File: config.mk
export PLATFORM = sky130hd
export DESIGN_NAME = readout_sched
export DESIGN_NICKNAME = d
export VERILOG_FILES = /design/src/rtl/readout_sched_pkg.sv /design/src/rtl/readout_sched_lsb_pick.sv /design/src/rtl/readout_sched.sv
export SDC_FILE = /design/constraint.sdc
export NUM_CORES = 1
export LEC_CHECK = 0
export CAP_MARGIN = 10
export CELL_PAD_IN_SITES_DETAIL_PLACEMENT = 2
export CELL_PAD_IN_SITES_GLOBAL_PLACEMENT = 2
export CORE_ASPECT_RATIO = 0.75
export CORE_MARGIN = 2
export CORE_UTILIZATION = 28
export CTS_BUF_LIST = sky130_fd_sc_hd__clkbuf_4
export DETAILED_ROUTE_END_ITERATION = 10
export PLACE_DENSITY = 0.82
export SKIP_CTS_REPAIR_TIMING = 1
export SYNTH_ARGS = -nofsm -noshare
export SYNTH_HDL_FRONTEND = slang
export SYNTH_SLANG_ARGS = --single-unit
File: constraint.sdc
create_clock -name CK50 -period 2.3 [get_ports CK50]
set_input_delay 0.46 -clock CK50 [delete_from_list [all_inputs] [get_ports CK50]]
set_output_delay 0.46 -clock CK50 [all_outputs]
set_load 0.05 [all_outputs]
File: src/rtl/readout_sched_pkg.sv
// Shared types and default widths for the end-of-spill readout scheduler.
package readout_sched_pkg;

  localparam int unsigned CHAN_DEF = 8;
  localparam int unsigned NW_DEF   = 12;
  localparam int unsigned OFFW     = 16;

  typedef enum logic [2:0] {
    S_IDLE  = 3'd0,
    S_DELAY = 3'd1,
    S_ARM   = 3'd2,
    S_HDR   = 3'd3,
    S_READ  = 3'd4,
    S_NEXT  = 3'd5,
    S_DONE  = 3'd6
  } state_t;

endpackage

File: src/rtl/readout_sched_lsb_pick.sv
// Lowest-set-bit index of a vector plus a non-empty flag (purely combinational).
module lsb_pick #(
  parameter int unsigned N = 8,
  parameter int unsigned W = $clog2(N)
) (
  input  logic [N-1:0] vec,
  output logic [W-1:0] idx_c,
  output logic         any_c
);

  // Scan from the top so the lowest set bit is the last one to win.
  always_comb begin
    idx_c = '0;
    any_c = 1'b0;
    for (int i = int'(N) - 1; i >= 0; i--) begin
      if (vec[i]) begin
        idx_c = W'(i);
        any_c = 1'b1;
      end
    end
  end

endmodule

File: src/rtl/readout_sched.sv
// Sequences one multi-channel ADC readout per end-of-spill: delay, arm, then
// header plus samples for each enabled channel, lowest index first.
module readout_sched
  import readout_sched_pkg::*;
#(
  parameter int unsigned CHAN = CHAN_DEF,
  parameter int unsigned SELW = $clog2(CHAN),
  parameter int unsigned NW   = NW_DEF
) (
  input  logic            CK50,
  input  logic            RST,
  input  logic            EOS,
  input  logic            ZYNQ_RD_EN,
  input  logic [CHAN-1:0] chan_mask,
  input  logic [OFFW-1:0] offset,
  input  logic [NW-1:0]   how_many,
  input  logic [CHAN-1:0] RODONE_n,
  output logic [CHAN-1:0] trigger,
  output logic [CHAN-1:0] rd_request,
  output logic [SELW-1:0] sel,
  output logic            hdr_valid,
  output logic            data_valid,
  output logic            busy,
  output logic            done,
  output logic            eos_missed
);

  state_t          state_q, state_d;
  logic [OFFW-1:0] cnt_q, cnt_d;
  logic [NW-1:0]   wcnt_q, wcnt_d, wcnt_inc;
  logic [NW-1:0]   hm_q, hm_d;
  logic [CHAN-1:0] pend_q, pend_d, rest;
  logic [CHAN-1:0] trig_d;
  logic [SELW-1:0] sel_d, arm_idx, next_idx;
  logic            arm_any, next_any;
  logic            eos_low_q, eos_low_d;
  logic            missed_d;

  // Channels still pending once the current one is retired.
  assign rest     = pend_q & ~(CHAN'(1) << sel_q_ext());
  assign wcnt_inc = wcnt_q + NW'(1);

  function automatic int unsigned sel_q_ext();
    return int'(sel);
  endfunction

  lsb_pick #(.N(CHAN), .W(SELW)) u_pick_arm (
    .vec   (pend_q),
    .idx_c (arm_idx),
    .any_c (arm_any)
  );

  lsb_pick #(.N(CHAN), .W(SELW)) u_pick_next (
    .vec   (rest),
    .idx_c (next_idx),
    .any_c (next_any)
  );

  // Next-state, datapath updates and the same-cycle sample pop.
  always_comb begin
    state_d    = state_q;
    cnt_d      = cnt_q;
    wcnt_d     = wcnt_q;
    hm_d       = hm_q;
    pend_d     = pend_q;
    trig_d     = trigger;
    sel_d      = sel;
    eos_low_d  = eos_low_q;
    missed_d   = eos_missed | (EOS && (state_q != S_IDLE) && (state_q != S_DONE));
    rd_request = '0;

    unique case (state_q)
      S_IDLE: begin
        // EOS must be seen low here before a new high level can start a readout.
        if (!EOS) begin
          eos_low_d = 1'b1;
        end else if (eos_low_q && (chan_mask != '0)) begin
          eos_low_d = 1'b0;
          pend_d    = chan_mask;
          hm_d      = how_many;
          cnt_d     = offset;
          state_d   = (offset == '0) ? S_ARM : S_DELAY;
        end
      end

      S_DELAY: begin
        cnt_d = cnt_q - OFFW'(1);
        if (cnt_q <= OFFW'(1)) begin
          state_d = S_ARM;
        end
      end

      S_ARM: begin
        trig_d  = pend_q;
        sel_d   = arm_idx;
        state_d = arm_any ? S_HDR : S_DONE;
      end

      S_HDR: begin
        if (ZYNQ_RD_EN) begin
          wcnt_d  = '0;
          state_d = (hm_q == '0) ? S_NEXT : S_READ;
        end
      end

      S_READ: begin
        rd_request[sel] = ZYNQ_RD_EN;
        if (ZYNQ_RD_EN) begin
          wcnt_d = wcnt_inc;
          if (wcnt_inc == hm_q) begin
            state_d = S_NEXT;
          end
        end
        if (!RODONE_n[sel]) begin
          state_d = S_NEXT;
        end
      end

      S_NEXT: begin
        pend_d[sel] = 1'b0;
        trig_d[sel] = 1'b0;
        sel_d       = next_idx;
        state_d     = next_any ? S_HDR : S_DONE;
      end

      S_DONE: begin
        state_d = S_IDLE;
      end

      default: begin
        state_d = S_IDLE;
      end
    endcase
  end

  // State, datapath and registered status outputs.
  always_ff @(posedge CK50) begin
    if (RST) begin
      state_q    <= S_IDLE;
      cnt_q      <= '0;
      wcnt_q     <= '0;
      hm_q       <= '0;
      pend_q     <= '0;
      eos_low_q  <= 1'b0;
      trigger    <= '0;
      sel        <= '0;
      hdr_valid  <= 1'b0;
      data_valid <= 1'b0;
      busy       <= 1'b0;
      done       <= 1'b0;
      eos_missed <= 1'b0;
    end else begin
      state_q    <= state_d;
      cnt_q      <= cnt_d;
      wcnt_q     <= wcnt_d;
      hm_q       <= hm_d;
      pend_q     <= pend_d;
      eos_low_q  <= eos_low_d;
      trigger    <= trig_d;
      sel        <= sel_d;
      hdr_valid  <= (state_d == S_HDR);
      data_valid <= (state_d == S_READ);
      busy       <= (state_d != S_IDLE);
      done       <= (state_d == S_DONE);
      eos_missed <= missed_d;
    end
  end

endmodule

Word-level counts from Yosys, hierarchy flattened. Index checks and enable logic that the tools add are counted.

Bits in registers: 68. Input bits: 48. Output and inout bits: 24. Logic and storage cells: 122.

$add $sub $neg: 2. Order comparisons: 3. Equal/unequal tests: 15. Shift-type cells: 1. Muxes and demuxes: 62. Bitwise operators: 7. Reduce and logical (&&, ||, !) cells: 19.

Operator list (number): two-way mux 3 bit (25); bitwise AND 8 bit (4); two-way mux 16 bit (2); case mux 16 bit (2 select lines) (1); case mux 8 bit (2 select lines) (2); two-way mux 12 bit (2); two-way mux 8 bit (3); case mux 12 bit (2 select lines) (1); two-way mux 1 bit (21); case mux 3 bit (6 select lines) (1); less-or-equal comparator 16 x 1 -> 1 bit, second input constant (1); logical NOT 16 bit (1); NOT 8 bit (2); subtractor 16 x 1 -> 16 bit, second input constant (1); adder 12 x 1 -> 12 bit, second input constant (1); == test 12 bit (1); == test 3 bit, second input constant (4); logical NOT 12 bit (1); AND reduction 3 bit (4); == test 3 x 2 -> 1 bit, second input constant (3); inequality test 2 bit, second input constant (4); nonzero test 2 bit (4); nonzero test 8 bit (1); left shift 1 x 3 -> 8 bit, first input constant (1); 14 further kinds (18).

Logic depth before layout (Yosys ltp).
Depth after elaboration: 14. Depth in mapped cells: 8. Mapped depth without buffers: 8.

Modules after synthesis. Synthesis repeated with hierarchy kept, for this count alone.

Cells, all modules: 520. Area total of the unflattened synthesis: 3946.3 um^2.

Modules (own cells, without submodules): readout_sched (instances 1, cells an instance 494, area an instance 3786.1 um^2, sequential area each 1361.3 um^2); lsb_pick (instances 2, cells an instance 13, area an instance 80.1 um^2, sequential area each 0.0 um^2).

Worst setup path before layout. OpenSTA, ideal clock, no wires.

Kind: register to output. Start: register sel[0]. End: output port rd_request[1]. Arrival: 2.108 ns. Data required time: 1.840 ns. Setup slack: -0.268 ns. Cell stages (with the launch flop): 5. Buffers on the path: 1. Path through: dfxtp_1 buf_2 inv_1 or3_1 nor2_1.

Cells in the longest elaborated chain, start to end: 6. Elaborated cells between the ends (all ways): 7. Classes of those cells: order compare (2); mux (3); bitwise (1); reduce/logical (1).

Ends and longest elaborated chain: start: declaration (line readout_sched.sv:20) `output logic [SELW-1:0] sel,`; start signal: assignment (line readout_sched.sv:160) `sel <= sel_d;`; < comparator 3 x 4 -> 1 bit (implied by the code) / >= comparator 3 x 1 -> 1 bit (equally long branches) (line readout_sched.sv:107) `rd_request[sel] = ZYNQ_RD_EN;`; logical AND 1 bit (implied by the code) (line readout_sched.sv:107); two-way mux 1 bit (implied by the code) (line readout_sched.sv:107); demux 1 bit (select 3 bit) (*) (line readout_sched.sv:107); bitwise AND 8 bit (no source line) (*); two-way mux 8 bit (*) (line readout_sched.sv:72) `unique case (state_q)`; end: declaration (line readout_sched.sv:19) `output logic [CHAN-1:0] rd_request,`.

Mark *: on every way between the ends. The rest lies on a longest branch, timed or not.

Worst setup path in the final report.
Start: input port chan_mask[4]. End: register data_valid.

Cells in the longest elaborated chain, start to end: 6.

Ends and longest elaborated chain: start: declaration (line readout_sched.sv:14) `input logic [CHAN-1:0] chan_mask,`; nonzero test 8 bit (line readout_sched.sv:77) `end else if (eos_low_q && (chan_mask != '0)) begin`; logical AND 1 bit (line readout_sched.sv:77); two-way mux 3 bit (line readout_sched.sv:77); two-way mux 3 bit (line readout_sched.sv:75) `if (!EOS) begin`; case mux 3 bit (6 select lines) (line readout_sched.sv:72); == test 3 bit (line readout_sched.sv:162) `data_valid <= (state_d == S_READ);`; end signal: assignment (line readout_sched.sv:162); end: declaration (line readout_sched.sv:22) `output logic data_valid,`.

Every way passes these cells. A chain may end at the register's enable or synchronous reset.

==> out/results.ini <==
[sta]
setup_slack_ns=0.002319
fmax_mhz=435.2
rsz0062_at_grt=true
tightest_slew_ns=0.5761
finalCriticalPeriod_ns=2.298
fin_crit_sh=0.9990
relSlewSlack=0.6130
setup_tns_ns=0
drv_slew=0
finalClockSkew_ns=0.02030
setup_viol=0
final-hold-violation-count=0

[clock_network]
clk_latency_ns=0.44
clock-sinks=68
cts-root-buf=clkbuf_4
cts_tree=done
cts_max_path_buffers=2
cts_buffers=9
htree_levels=3
clkSlewWorstSetupHoldPaths_ns=0.11

[setup_path]
crit_required_ns=2.68
crit_end=data_valid
path_cells=clkdlybuf4s50_1, or4_4, o2111a_1, a221oi_2, o41a_1, and4_1
cp-start-kind=input port
path_max_fanout=4
critical-path-top-delay-family=compound AO/OA/AOI/OAI gates
r2r_cells=6
cp.arrival_ns=2.67
worst-path-buf-inv=1
worstReg2RegEnd=data_valid
cp-end-kind=flop
cp.depth=6
worstReg2RegStart=cnt_q[6]
r2r_slack_ns=0.03
slowest_stage=or4_4
max_stage_delay_ns=0.57
critPathKind=input port to flop
cp-startpoint=chan_mask[4]

[synthesis]
synth_edf_count=0
synthArstFlopShare=0
synth_nets=559
synth.cell_area_um2=3900
dominantRegCellSynth=dfxtp_1
syn_avg_cell_area_um2=7.677
ys_warn_count=0
synth_seq_cells=68
syn_inst=508
yosys.cell_types.count=68
synth-seq-area-share=0.3491

[global_route]
grt_use_met3=0.04910
first_global_vias=4935
grt_usage=0.2202
grt_pass1_wl_um=26120
antenna_found_initial=0
use_met1=0.2715
grtUsageMet2=0.3880
gr-total-overflow=0
grt-busiest-layer=met2
grt_max_degree=36

[placement]
dp_hpwl_um=12110
pre_cts_ws_ns=-0.6097
numPortBuffers=71
routabilityCongestion=0.8334
placed_cells=784

[routing]
drt-total-wl_um=16350
remaining_drc_errors=0
dr.pass1.iters=4
antenna_left=0
routed_via_density=5.468
drt-initial-drc-count=230
wl_per_cell_um=20.44
via_count=4374

[power]
power_density_nw_per_um2=769.8
vdd_drop_max_v=0.0002621
p_leak_uw=0.001967
finalPower_uw=4264

[die]
dieArea_um2=14900
io_pins=72
initial_core_util=0.2856
die_x_um=140.3
coreArea_um2=13660
dieHeight_um=106.2
rows=37

[min_path]
hp-class=input port to flop

[run]
drv_cap=0

[layout]
drive_above_1_share=0.2240
final_cells=800
insertedDiodeCount=0
finish.utilization=0.4056
final_nets=673
area_growth_pct=42.03

[run_status]
status=finished clean

==> kinds of logic (layout without fill, tap and decap cells) <==
| kind of cell | after synthesis | count (layout) | share of synthesized area |
|---|---|---|---|
| buffers and inverters | 41 | 158 | 0.04780 |
| adders and majority gates | 3 | 3 | 0.009626 |
| muxes | 5 | 5 | 0.01957 |
| xor gates and xnor gates | 18 | 18 | 0.04524 |
| and+or+nand+nor | 235 | 235 | 0.3006 |
| AOI/OAI and AO/OA | 138 | 138 | 0.2281 |
| DFF | 68 | 68 | 0.3491 |
==> registers in the layout, indices dropped and copies added, names as in the netlist <==
| name | cells |
|---|---|
| wcnt_q | 12 |
| busy | 1 |
| sel | 3 |
| state_q | 3 |
| hdr_valid | 1 |
| eos_low_q | 1 |
| done | 1 |
| cnt_q | 16 |
| trigger | 8 |
| hm_q | 12 |
| data_valid | 1 |
| eos_missed | 1 |
| pend_q | 8 |
==> how the worst min path moves through the flow <==
stage / end / slack, ns / cells past startpoint / startpoint
after global routing: cnt_q[2] / 0.44 / 2 / RST
after floorplan: cnt_q[14] / 0.45 / 2 / cnt_q[14]
after global placement: cnt_q[14] / 0.47 / 2 / cnt_q[14]
final: cnt_q[2] / 0.43 / 2 / RST
after detailed placement: trigger[7] / 0.49 / 2 / trigger[7]
after CTS: cnt_q[2] / 0.41 / 2 / RST
==> layout make-up <==
cell class                      instances  area [µm²]
Clock inverter                          4       18.77
Multi-Input combinational cell        399        2504
Inverter                                7       26.28
Clock buffer                           10       75.07
Sequential cell                        68        1381
Tap cell                              175       219.0
Fill cell                            1503        8118
Timing Repair Buffer                  137        1315
==> stage by stage <==
step,hold slack (ns),cell area (µm²)
after floorplan,0.4457,3915
after global placement,0.4666,5266
after detailed placement,0.4946,5266
after CTS,0.4093,5360
after global routing,0.4362,5539
final,0.4337,5539
==> synthesized netlist by cell type, types with 3 or more instances <==
cell type	instances	area, µm²
a211oi_1	7	52.55
a21o_1	4	30.03
a21oi_1	51	255.2
a221oi_1	3	26.28
a22oi_1	8	60.06
a31oi_1	9	56.30
and2_1	6	37.54
and3_1	3	18.77
and4_1	3	26.28
buf_6	3	33.78
clkbuf_1	27	101.4
dfxtp_1	68	1361
ha_1	3	37.54
inv_1	7	26.28
nand2_1	81	304.0
nand2b_1	4	25.02
nand3_1	11	55.05
nand3b_1	3	22.52
nand4_1	5	31.28
nor2_1	51	191.4
nor2b_1	7	43.79
nor3_1	17	85.08
nor3b_1	3	22.52
nor4_1	11	68.82
o211ai_1	11	82.58
o21ai_0	17	85.08
o21ai_1	3	15.01
or3_1	10	62.56
or4_1	5	37.54
xnor2_1	14	122.6
xor2_1	3	26.28
==> layout by cell type, fill, tap and decap left out, types with 3 or more instances in the layout <==
cell type | Yosys | layout
buf_4 | 2 | 63
clkinv_1 | 0 | 3
buf_6 | 3 | 3
buf_12 | 0 | 10
dfxtp_2 | 0 | 4
nand3_1 | 11 | 10
nor2_2 | 0 | 6
dfxtp_4 | 0 | 4
xnor2_1 | 14 | 12
or3_1 | 10 | 9
a211oi_1 | 7 | 7
and2_1 | 6 | 5
nand4_1 | 5 | 5
nand3b_1 | 3 | 3
xor2_1 | 3 | 3
nand2_1 | 81 | 80
dfxtp_1 | 68 | 60
inv_1 | 7 | 7
nor3_1 | 17 | 16
o211ai_1 | 11 | 11
a22oi_1 | 8 | 8
or4_1 | 5 | 3
nor2_1 | 51 | 42
clkdlybuf4s50_1 | 0 | 59
clkbuf_4 | 0 | 10
nor4_1 | 11 | 10
nand2b_1 | 4 | 4
a21o_1 | 4 | 4
nor2_4 | 0 | 3
nor2b_1 | 7 | 5
o21ai_0 | 17 | 17
a31oi_1 | 9 | 9
a21oi_1 | 51 | 51
==> power by group <==
group,total [µW],switching (µW),internal [µW]
logic,2020,1130,886
clock network,649,437,212
registers,1590,236,1360
total,4260,1810,2460
==> routing by layer <==
metal,vias to the layer above,part of all wire,routed length (µm)
met2,89,0.50,8129
met3,20,0.039,630
met1,2196,0.45,7338
li1,2069,-,-
met5,-,0,0
met4,0,0.015,250
Note: power is estimated with default switching activity, not from simulation.
==> variant: new RTL, same flow settings <==
The 7 states of `state_t` get a one-hot encoding in 7 bits.
--- a/src/rtl/readout_sched_pkg.sv
+++ b/src/rtl/readout_sched_pkg.sv
@@ -5,14 +5,14 @@
   localparam int unsigned NW_DEF   = 12;
   localparam int unsigned OFFW     = 16;
 
-  typedef enum logic [2:0] {
-    S_IDLE  = 3'd0,
-    S_DELAY = 3'd1,
-    S_ARM   = 3'd2,
-    S_HDR   = 3'd3,
-    S_READ  = 3'd4,
-    S_NEXT  = 3'd5,
-    S_DONE  = 3'd6
+  typedef enum logic [6:0] {
+    S_IDLE  = 7'b0000001,
+    S_DELAY = 7'b0000010,
+    S_ARM   = 7'b0000100,
+    S_HDR   = 7'b0001000,
+    S_READ  = 7'b0010000,
+    S_NEXT  = 7'b0100000,
+    S_DONE  = 7'b1000000
   } state_t;
 
 endpackage
Behaviour: same outputs for any inputs over 10 cycles, from zero or initial values and one cycle with RST high; not proved beyond that.
==> variant against the unedited design <==
  * The run now ends with negative setup slack left
  * Final area is 3.3% higher
  * Die area is 7.6% higher
  * Non-clock buffer count is 21 lower
  * Cell count is 5.3% higher
  * Sequential cell count is 4 higher
  * Area after synthesis is 7.9% higher
  * Setup slack worse by 0.19 ns
  * Critical path depth stayed put
  * Wire length is 2.7% higher
  * Critical endpoint is now rd_request[4]
Power is not compared: it rests on default switching activity, and its combinational part moved more than twofold at a synthesized area within 25%.
==> variant: results (changes against the unedited design) <==
Worst setup path
  – Gate family responsible for the most delay along the worst path: simple AND/OR/NAND/NOR gates
  – Critical-path maximum fanout: 6 (+2)
  – Critical-path cell with the highest stage delay: sky130_fd_sc_hd__dfxtp_1
  – Arrival time reported for the critical path endpoint: 2.03 ns (-0.64 ns)
  – Largest stage delay on the critical path: 0.38 ns (-0.19 ns)

Synthesis
  – Post-synthesis average cell area: 7.651 sq um (-0.35%)
  – Sequential element share of the synthesized area: 0.3426 (-0.006502)
  – Fraction of synthesized area in multiplexers: 0.01784 (-0.001729)
  – Top cells by count, synth: 72 x sky130_fd_sc_hd__dfxtp_1, 71 x sky130_fd_sc_hd__a21oi_1, 60 x sky130_fd_sc_hd__nand2_1
  – Top-area cell type share of the netlist area: 0.3426 (-0.006502)
  – Cell types with the largest area share after synthesis: sky130_fd_sc_hd__dfxtp_1 34%, sky130_fd_sc_hd__a21oi_1 8.4%, sky130_fd_sc_hd__nand2_1 5.4%
  – Xor-xnor portion of the synthesized cell area: 0.02498 (-0.02026)
  – Net count after synthesis: 601 (+7.5%)
  – Number of distinct standard cells referenced by the synthesized netlist: 72 (+5.9%)
  – Area fraction in compound gates after synthesis: 0.2542 (+0.02613)

Drt
  – Total detailed-routing wirelength: 16790 um (+2.7%)
  – Via total after detailed routing: 4634 (+5.9%)
  – Starting DRC count in detailed routing: 240 (+4.3%)

Placement
  – # port buffers: 71 (unchanged)
  – Worst Setup Slack post-DPL: -0.3306 ns (+0.2791 ns)
  – HPWL Detailed: 12190 um (+0.73%)
  – Number of instances in the placed design: 821 (+4.7%)
  – Final Wtd Congestion: 0.8620 (+3.4%)

GRT
  – Global-route wire length before repair: 26850 um (+2.8%)
  – Antenna violations before repair: 0 (unchanged)
  – GRT Resource Usage Total: 0.2094 (-0.01079)
  – Vias in the first global route: 4965 (+0.61%)
  – Largest net degree at the start of global routing: 27 (-25%)

STA
  – Setup ws final: -0.1908 ns (-0.1931 ns)
  – Clk_skew: 0.02372 ns (+0.003422 ns)
  – Slew at the pin with the worst max-slew slack: 0.9255 ns (+0.3495 ns)
  – Endpoints failing setup: 8 (+8)

Cells and area
  – Total number of nets in the final design: 688 (+2.2%)
  – Final-layout fill cell count: 1654 (+10%)
  – Fraction of layout cells with a size suffix above 1: 0.1822 (-0.04176)
  – Post-Layout Cell Count: 842 (+5.3%)

Clock tree
  – Latest clock arrival within the worst-skew pair: 0.46 ns (+0.02 ns)
  – Clk slew on worst S/H paths: 0.14 ns (+0.03 ns)

Status
  – Outcome: complete, but fails checks
  – Violations in the final reports: negative setup slack
[variant: layout make-up]
| cell class | instances | area [sq um] | area share |
|---|---|---|---|
| well taps | 200 | 250.2 | 0.04373 |
| inverters | 12 | 45.04 | 0.007872 |
| clock inverters | 7 | 71.32 | 0.01246 |
| flip-flops and latches | 72 | 1451 | 0.2537 |
| multi-input cells | 426 | 2648 | 0.4627 |
| clock buffers | 9 | 67.56 | 0.01181 |
| repair buffers | 116 | 1189 | 0.2077 |
[variant: path summary, 6_finish.rpt]
| path | startpoint | end | slack, ns | cells after the start |
|---|---|---|---|---|
| max | state_q[2] | rd_request[4] | -0.19 | 6 |
| min | RST | hdr_valid | 0.45 | 2 |
| max reg2reg | cnt_q[8] | state_q[1] | 0.20 | 6 |
| min reg2reg | cnt_q[4] | cnt_q[4] | 0.50 | 2 |
[variant: where the power goes]
group | total [uW] | internal, uW | leakage [uW] | switching (uW)
registers | 1340 | 1280 | 0.000585 | 56.5
clock network | 857 | 331 | 0.0000700 | 526
logic | 477 | 233 | 0.00133 | 244
total | 2670 | 1840 | 0.00198 | 827
[variant: cells by family after synthesis]
logic type,Yosys count
buffers and inverters,52
and+or+nand+nor,234
DFF,72
muxes,5
xor gates and xnor gates,12
adders and majority gates,3
AOI/OAI and AO/OA,172
[variant: metrics by stage]
stage / hold WS [ns] / area [sq um] / setup TNS [ns] / total power [uW]
after floorplan: 0.4446 / 4253 / -0.1163 / 1595
after global placement: 0.4626 / 5473 / -2.740 / 1788
after detailed placement: 0.4767 / 5473 / -7.466 / 1811
after CTS: 0.4209 / 5612 / -2.887 / 2679
after global routing: 0.4469 / 5722 / -1.972 / 2807
final: 0.4543 / 5722 / -0.8780 / 2671
[variant: layer usage]
layer,GRT usage,up-vias,part of all wire
met3,0.04033,13,0.034
met4,0.04482,0,0.0089
met2,0.3737,82,0.50
li1,-,2193,-
met5,0,-,0
met1,0.2666,2346,0.46
